==> src/rtl/taylor_trig_horner.sv <==
`default_nettype none
// ============================================================================
// Module      : taylor_trig_horner
// Description : Fixed-point Taylor-series cos/sin evaluator using a Horner
//               scheme over TERMS terms with a single shared multiplier.
//               start/busy/done handshake; result saturated to [-ONE, +ONE].
// Revision    : 1.0 - initial release
// ============================================================================
module taylor_trig_horner #(
    parameter int W     = 24,
    parameter int FRAC  = 10,
    parameter int TERMS = 4
) (
    input  logic                clock,
    input  logic                reset,
    input  logic                start,
    input  logic                mode,
    input  logic signed [W-1:0] angle,
    output logic                busy,
    output logic                done,
    output logic signed [W-1:0] result
);

    localparam int                    C_KW         = (TERMS > 2) ? $clog2(TERMS) : 1;
    localparam longint                C_ONE_L      = longint'(1) <<< FRAC;
    localparam logic signed [W-1:0]   C_ONE        = C_ONE_L[W-1:0];
    localparam logic signed [W-1:0]   C_NEG_ONE    = -C_ONE;
    localparam logic signed [2*W-1:0] C_ONE_2W     = {{W{1'b0}}, C_ONE};
    localparam logic signed [2*W-1:0] C_NEG_ONE_2W = -C_ONE_2W;

    // Reject unsupported term counts at elaboration time.
    if (TERMS < 2 || TERMS > 8) begin : g_bad_terms
        $error("taylor_trig_horner: TERMS must lie in 2..8");
    end

    // Rounded reciprocal of the Horner denominator for term k.
    function automatic logic signed [W-1:0] coef(input bit is_sin, input int k);
        longint d;
        longint v;
        d = is_sin ? longint'((2 * k) * (2 * k + 1)) : longint'((2 * k - 1) * (2 * k));
        v = (C_ONE_L + d / 2) / d;
        return v[W-1:0];
    endfunction

    typedef enum logic [2:0] {
        S_IDLE   = 3'd0,
        S_SQUARE = 3'd1,
        S_ITER_A = 3'd2,
        S_ITER_B = 3'd3,
        S_FINAL  = 3'd4
    } state_t;

    state_t                r_state;
    state_t                w_next;
    logic signed [W-1:0]   r_x;
    logic                  r_m;
    logic signed [W-1:0]   r_x2;
    logic signed [W-1:0]   r_acc;
    logic signed [W-1:0]   r_t;
    logic [C_KW-1:0]       r_k;
    logic                  r_busy;
    logic                  r_done;
    logic signed [W-1:0]   r_result;

    logic signed [W-1:0]   w_cos_c [1:TERMS-1];
    logic signed [W-1:0]   w_sin_c [1:TERMS-1];
    logic signed [W-1:0]   w_coef;
    logic signed [W-1:0]   w_op_a;
    logic signed [W-1:0]   w_op_b;
    logic signed [2*W-1:0] w_prod;
    logic signed [2*W-1:0] w_shift;
    logic signed [W-1:0]   w_shift_w;
    logic signed [2*W-1:0] w_sat_src;
    logic signed [W-1:0]   w_sat;

    // Coefficient tables, one entry per Horner step, fixed at elaboration.
    for (genvar gk = 1; gk < TERMS; gk++) begin : g_coef
        assign w_cos_c[gk] = coef(1'b0, gk);
        assign w_sin_c[gk] = coef(1'b1, gk);
    end

    assign w_coef = r_m ? w_sin_c[r_k] : w_cos_c[r_k];

    // Route the shared multiplier operands according to the current step.
    always_comb begin
        w_op_a = r_x;
        w_op_b = r_x;
        case (r_state)
            S_ITER_A: begin w_op_a = r_x2; w_op_b = r_acc;  end
            S_ITER_B: begin w_op_a = r_t;  w_op_b = w_coef; end
            S_FINAL:  begin w_op_a = r_x;  w_op_b = r_acc;  end
            default:  ;
        endcase
    end

    assign w_prod    = {{W{w_op_a[W-1]}}, w_op_a} * {{W{w_op_b[W-1]}}, w_op_b};
    assign w_shift   = w_prod >>> FRAC;
    assign w_shift_w = w_shift[W-1:0];

    // Clamp the final value; sine uses the full-width product so overflow saturates.
    always_comb begin
        w_sat_src = r_m ? w_shift : {{W{r_acc[W-1]}}, r_acc};
        if (w_sat_src > C_ONE_2W)
            w_sat = C_ONE;
        else if (w_sat_src < C_NEG_ONE_2W)
            w_sat = C_NEG_ONE;
        else
            w_sat = w_sat_src[W-1:0];
    end

    // State register.
    always_ff @(posedge clock) begin
        if (reset) r_state <= S_IDLE;
        else       r_state <= w_next;
    end

    // Next-state sequencing: square, then TERMS-1 alternating A/B steps, then final.
    always_comb begin
        w_next = r_state;
        case (r_state)
            S_IDLE:   if (start) w_next = S_SQUARE;
            S_SQUARE: w_next = S_ITER_A;
            S_ITER_A: w_next = S_ITER_B;
            S_ITER_B: w_next = (r_k == C_KW'(1)) ? S_FINAL : S_ITER_A;
            S_FINAL:  w_next = S_IDLE;
            default:  w_next = S_IDLE;
        endcase
    end

    // Datapath registers and handshake outputs.
    always_ff @(posedge clock) begin
        if (reset) begin
            r_x      <= '0;
            r_m      <= 1'b0;
            r_x2     <= '0;
            r_acc    <= '0;
            r_t      <= '0;
            r_k      <= '0;
            r_busy   <= 1'b0;
            r_done   <= 1'b0;
            r_result <= '0;
        end else begin
            r_done <= 1'b0;
            case (r_state)
                S_IDLE: begin
                    if (start) begin
                        r_x    <= angle;
                        r_m    <= mode;
                        r_busy <= 1'b1;
                    end
                end
                S_SQUARE: begin
                    r_x2  <= w_shift_w;
                    r_acc <= C_ONE;
                    r_k   <= C_KW'(TERMS - 1);
                end
                S_ITER_A: r_t <= w_shift_w;
                S_ITER_B: begin
                    r_acc <= C_ONE - w_shift_w;
                    if (r_k != C_KW'(1)) r_k <= r_k - C_KW'(1);
                end
                S_FINAL: begin
                    r_result <= w_sat;
                    r_done   <= 1'b1;
                    r_busy   <= 1'b0;
                end
                default: ;
            endcase
        end
    end

    assign busy   = r_busy;
    assign done   = r_done;
    assign result = r_result;

endmodule
`default_nettype wire
==> config.mk <==
export PLATFORM = sky130hd
export DESIGN_NAME = taylor_trig_horner
export DESIGN_NICKNAME = d
export VERILOG_FILES = /design/src/rtl/taylor_trig_horner.sv
export SDC_FILE = /design/constraint.sdc
export NUM_CORES = 2
export LEC_CHECK = 0
export BUFFER_PORTS_ARGS = -buffer_cell sky130_fd_sc_hd__buf_2
export CAP_MARGIN = 5
export CORE_MARGIN = 2
export CORE_UTILIZATION = 35
export DETAILED_ROUTE_END_ITERATION = 10
export GPL_TIMING_DRIVEN = 0
export MAX_ROUTING_LAYER = met4
export SLEW_MARGIN = 20
export SYNTH_ARGS = -nofsm -noshare
export SYNTH_HDL_FRONTEND = slang
export SYNTH_SLANG_ARGS = --single-unit
==> constraint.sdc <==
create_clock -name clock -period 11.25 [get_ports clock]
set_clock_uncertainty 0.05 [all_clocks]
set_input_delay 1.125 -clock clock [delete_from_list [all_inputs] [get_ports clock]]
set_output_delay 1.125 -clock clock [all_outputs]
set_load 0.02 [all_outputs]
==> impl_metrics.env <==
export IMPL_tightest_slew_ns=1.14
export IMPL_cap_viol_max_count=0
export IMPL_drive_gt1_frac=0.0823
export IMPL_rows=105
export IMPL_top_usage_layer="met2"
export IMPL_area_growth_synth_to_final_pct=9.47
export IMPL_syn_avg_cell_area_um2=8.39
export IMPL_ys_warn_count=0
export IMPL_p_comb_frac=0.704
export IMPL_detailed_place_hpwl_mm=94.1
export IMPL_yosysTopAreaCell="fa_1"
export IMPL_synthTopCellsByArea="fa_1 (42%), dfxtp_1 (8.9%), inv_1 (8.5%), nand2_1 (7.0%), ha_1 (5.8%)"
export IMPL_h_tree_depth=4
export IMPL_drt_total_wl_mm=112
export IMPL_synth_top_area_share=0.422
export IMPL_p_leak_nw=14.3
export IMPL_synth_edf_count=0
export IMPL_clkSinkCount=128
export IMPL_ioPinCount=54
export IMPL_synth_ff_type="dfxtp_1"
export IMPL_switching_share=0.553
export IMPL_wl_per_cell_um=24.5
export IMPL_route_detailed_drc=0
export IMPL_async_flop_share=0
export IMPL_seqPwrFrac=0.144
export IMPL_cts_buffers=17
export IMPL_vias=25200
export IMPL_cts_tree="done"
export IMPL_grt_ovfl_total=0
export IMPL_utilization=0.385
export IMPL_clockBufferDepth=2
export IMPL_slowest_stage="fa_2"
export IMPL_grt_pass1_vias=25500
export IMPL_met3_usage=0.0595
export IMPL_yosysUniqueCellTypes=87
export IMPL_period_needed_ns=11.11
export IMPL_grt_pass1_wl_mm=168
export IMPL_initial_utilization=0.352
export IMPL_arrival_ns=11.43
export IMPL_status="finished clean"
export IMPL_grt_met2_usage=0.419
export IMPL_finalHoldViolCount=0
export IMPL_grt_max_degree=17
export IMPL_drtIter0Drc=2449
export IMPL_cp_common_cell="fa_1"
export IMPL_ys_seq_area_frac=0.0892
export IMPL_cpPeakStageDelay_ns=0.66
export IMPL_p_per_area_nw_per_um2=115
export IMPL_p_sw_mw=2.00
export IMPL_root_buffer="clkbuf_16"
export IMPL_grtUsageMet1=0.365
export IMPL_synthCells=3422
export IMPL_cp_start_kind="register"
export IMPL_track_usage=0.278
export IMPL_ant_nets=0
export IMPL_startpoint="r_m"
export IMPL_drv_slew=0
export IMPL_die_w_um=290
export IMPL_portBuffers=53
export IMPL_min_path_type="reg -> reg"
export IMPL_grt_antenna_before_repair=1
export IMPL_worstPathMaxFanout=10
export IMPL_dr_pass1_iters=6
export IMPL_timing_rr_end="result[6]"
export IMPL_critPathKind="reg -> reg"
export IMPL_stdcell_count=4583
export IMPL_crit_end="result[6]"
export IMPL_internal_power_mw=1.62
export IMPL_drt_vias_per_instance=5.49
export IMPL_syn_area_um2=28700
export IMPL_place_gp_congestion=1.01
export IMPL_die_h_um=290
export IMPL_rr_worst_depth=29
export IMPL_synth_seq_cells=128
export IMPL_rsz0062_at_grt="yes"
export IMPL_required_ns=11.57
export IMPL_clkLatencyLatePin_ns=0.45
export IMPL_r2r_slack_ns=0.14
export IMPL_ir_worst_vdd_mv=0.137
export IMPL_clk_pin_slew_ns=0.06
export IMPL_setup_tns_ns=0
export IMPL_dp_cells=4549
export IMPL_nNetsFinal=4268
export IMPL_end_kind="register"
export IMPL_core_area_um2=81700
export IMPL_die_area_um2=84400
export IMPL_p_clk_frac=0.152
export IMPL_timing_fmax_mhz=90.0
export IMPL_slew_headroom=0.242
export IMPL_rr_startpoint="r_m"
export IMPL_synth_fp_nets=4190
export IMPL_finalCritPeriodShare=0.988
export IMPL_fillerInstances=8486
export IMPL_setup_viol_count_final=0
worst min-delay path by stage:
stage               start          to  slack [ns]  cells past startpoint
6_report          r_x2[4]     r_x2[4]        0.40                      2
5_1_grt           r_x2[3]     r_x2[3]        0.42                      2
2_1_floorplan      r_t[0]      r_t[0]        0.38                      2
3_5_place_dp   result[17]  result[17]        0.40                      1
4_1_cts           r_t[20]     r_t[20]        0.41                      2
3_3_place_gp      r_x2[3]     r_x2[3]        0.39                      2
Yosys cell counts (all sizes together), types with 10 or more instances:
library cell  instances
o21a                 49
nand2               533
and3                 13
a22o                 16
o21ai                92
a21o                 17
inv                 647
a211oi               24
ha                  134
nor3                 32
nor4                 17
buf                  17
xor2                 16
mux2                 14
a221oi               15
or4                  10
dfxtp               128
and2                 33
nand2b               11
nand4                38
xnor2                35
fa                  606
clkbuf              164
nor2                364
a21oi               161
mux2i                38
nand3                27
o211ai               14
a22oi                16
through the flow:
| step | area [µm²] | worst slack, ns | total power [mW] | hold WS (ns) |
|---|---|---|---|---|
| finish | 31400 | 0.135 | 3.62 | 0.404 |
| global route | 31400 | -0.0441 | 3.84 | 0.421 |
| CTS | 31200 | 0.00750 | 3.56 | 0.405 |
| detailed placement | 30400 | -1.77 | 2.97 | 0.398 |
| global placement | 30300 | -1.70 | 2.96 | 0.391 |
| floorplan | 28700 | 1.87 | 2.12 | 0.383 |
layout make-up:
class / count / area [µm²] / area share
Inverter: 648 / 2440 / 0.0775
Multi-Input combinational cell: 2465 / 23400 / 0.743
Clock inverter: 11 / 106 / 0.00338
Buffer: 171 / 762 / 0.0242
Antenna cell: 1 / 2.50 / 0.0000796
Tap cell: 1070 / 1340 / 0.0426
Clock buffer: 20 / 457 / 0.0145
Timing Repair Buffer: 69 / 418 / 0.0133
Sequential cell: 128 / 2560 / 0.0815
flip-flops by register name (all words and copies together), names as in the netlist:
| name | count |
|---|---|
| done | 1 |
| r_k | 2 |
| busy | 1 |
| r_m | 1 |
| r_state | 3 |
| result | 24 |
| r_acc | 24 |
| r_x2 | 24 |
| r_t | 24 |
| r_x | 24 |
critical path, delay by kind of cell (launching register included):
| family | cells | cell delay [ns] |
|---|---|---|
| fa+ha+maj | 8 | 4.13 |
| compound gates | 9 | 2.72 |
| buf+inv | 7 | 2.05 |
| simple gates | 5 | 1.65 |
| flops | 1 | 0.42 |
power groups by stage:
stage / logic (mW) / registers [mW] / clock network (mW)
6_report: 2.55 / 0.521 / 0.549
5_1_grt: 2.75 / 0.523 / 0.571
4_1_cts: 2.48 / 0.519 / 0.553
3_5_place_dp: 2.44 / 0.528 / 0
3_3_place_gp: 2.44 / 0.528 / 0
2_1_floorplan: 1.61 / 0.512 / 0
layout by cell type, fill, tap and decap left out, types with 19 or more instances in the layout:
cell type  count
nor2_1       363
o21ai_2       20
nand2_1      532
o21ai_0       53
and2_1        32
a21oi_1      143
nand3_1       26
nand4_1       38
mux2i_1       34
ha_1         134
nor3_1        27
inv_1        646
o21a_1        45
clkbuf_1      96
clkbuf_2      55
buf_2         61
xnor2_1       33
a211oi_1      19
fa_1         604
dfxtp_1      128
per-layer routing:
metal | vias to the layer above | wire length [µm] | part of all wire
li1 | 10800 | - | -
met1 | 12800 | 46100 | 0.41
met2 | 1265 | 49800 | 0.44
met3 | 256 | 10900 | 0.097
met4 | 0 | 5640 | 0.050
met5 | - | 0 | 0
cell families after synthesis:
logic type,Yosys count,share of synthesized area
muxes,52,0.0187
and+or+nand+nor,1127,0.169
AOI/OAI and AO/OA,495,0.117
DFF,128,0.0892
xor gates and xnor gates,51,0.0163
adders and majority gates,740,0.481
buffers and inverters,829,0.109
repair_timing:
action,CTS,global route
pin swaps,1,5
endpoints found under the setup margin,55,24
setup buffers,0,12
resized for setup,75,98
hold buffers,0,0
Note: power is estimated with default switching activity, not from simulation.
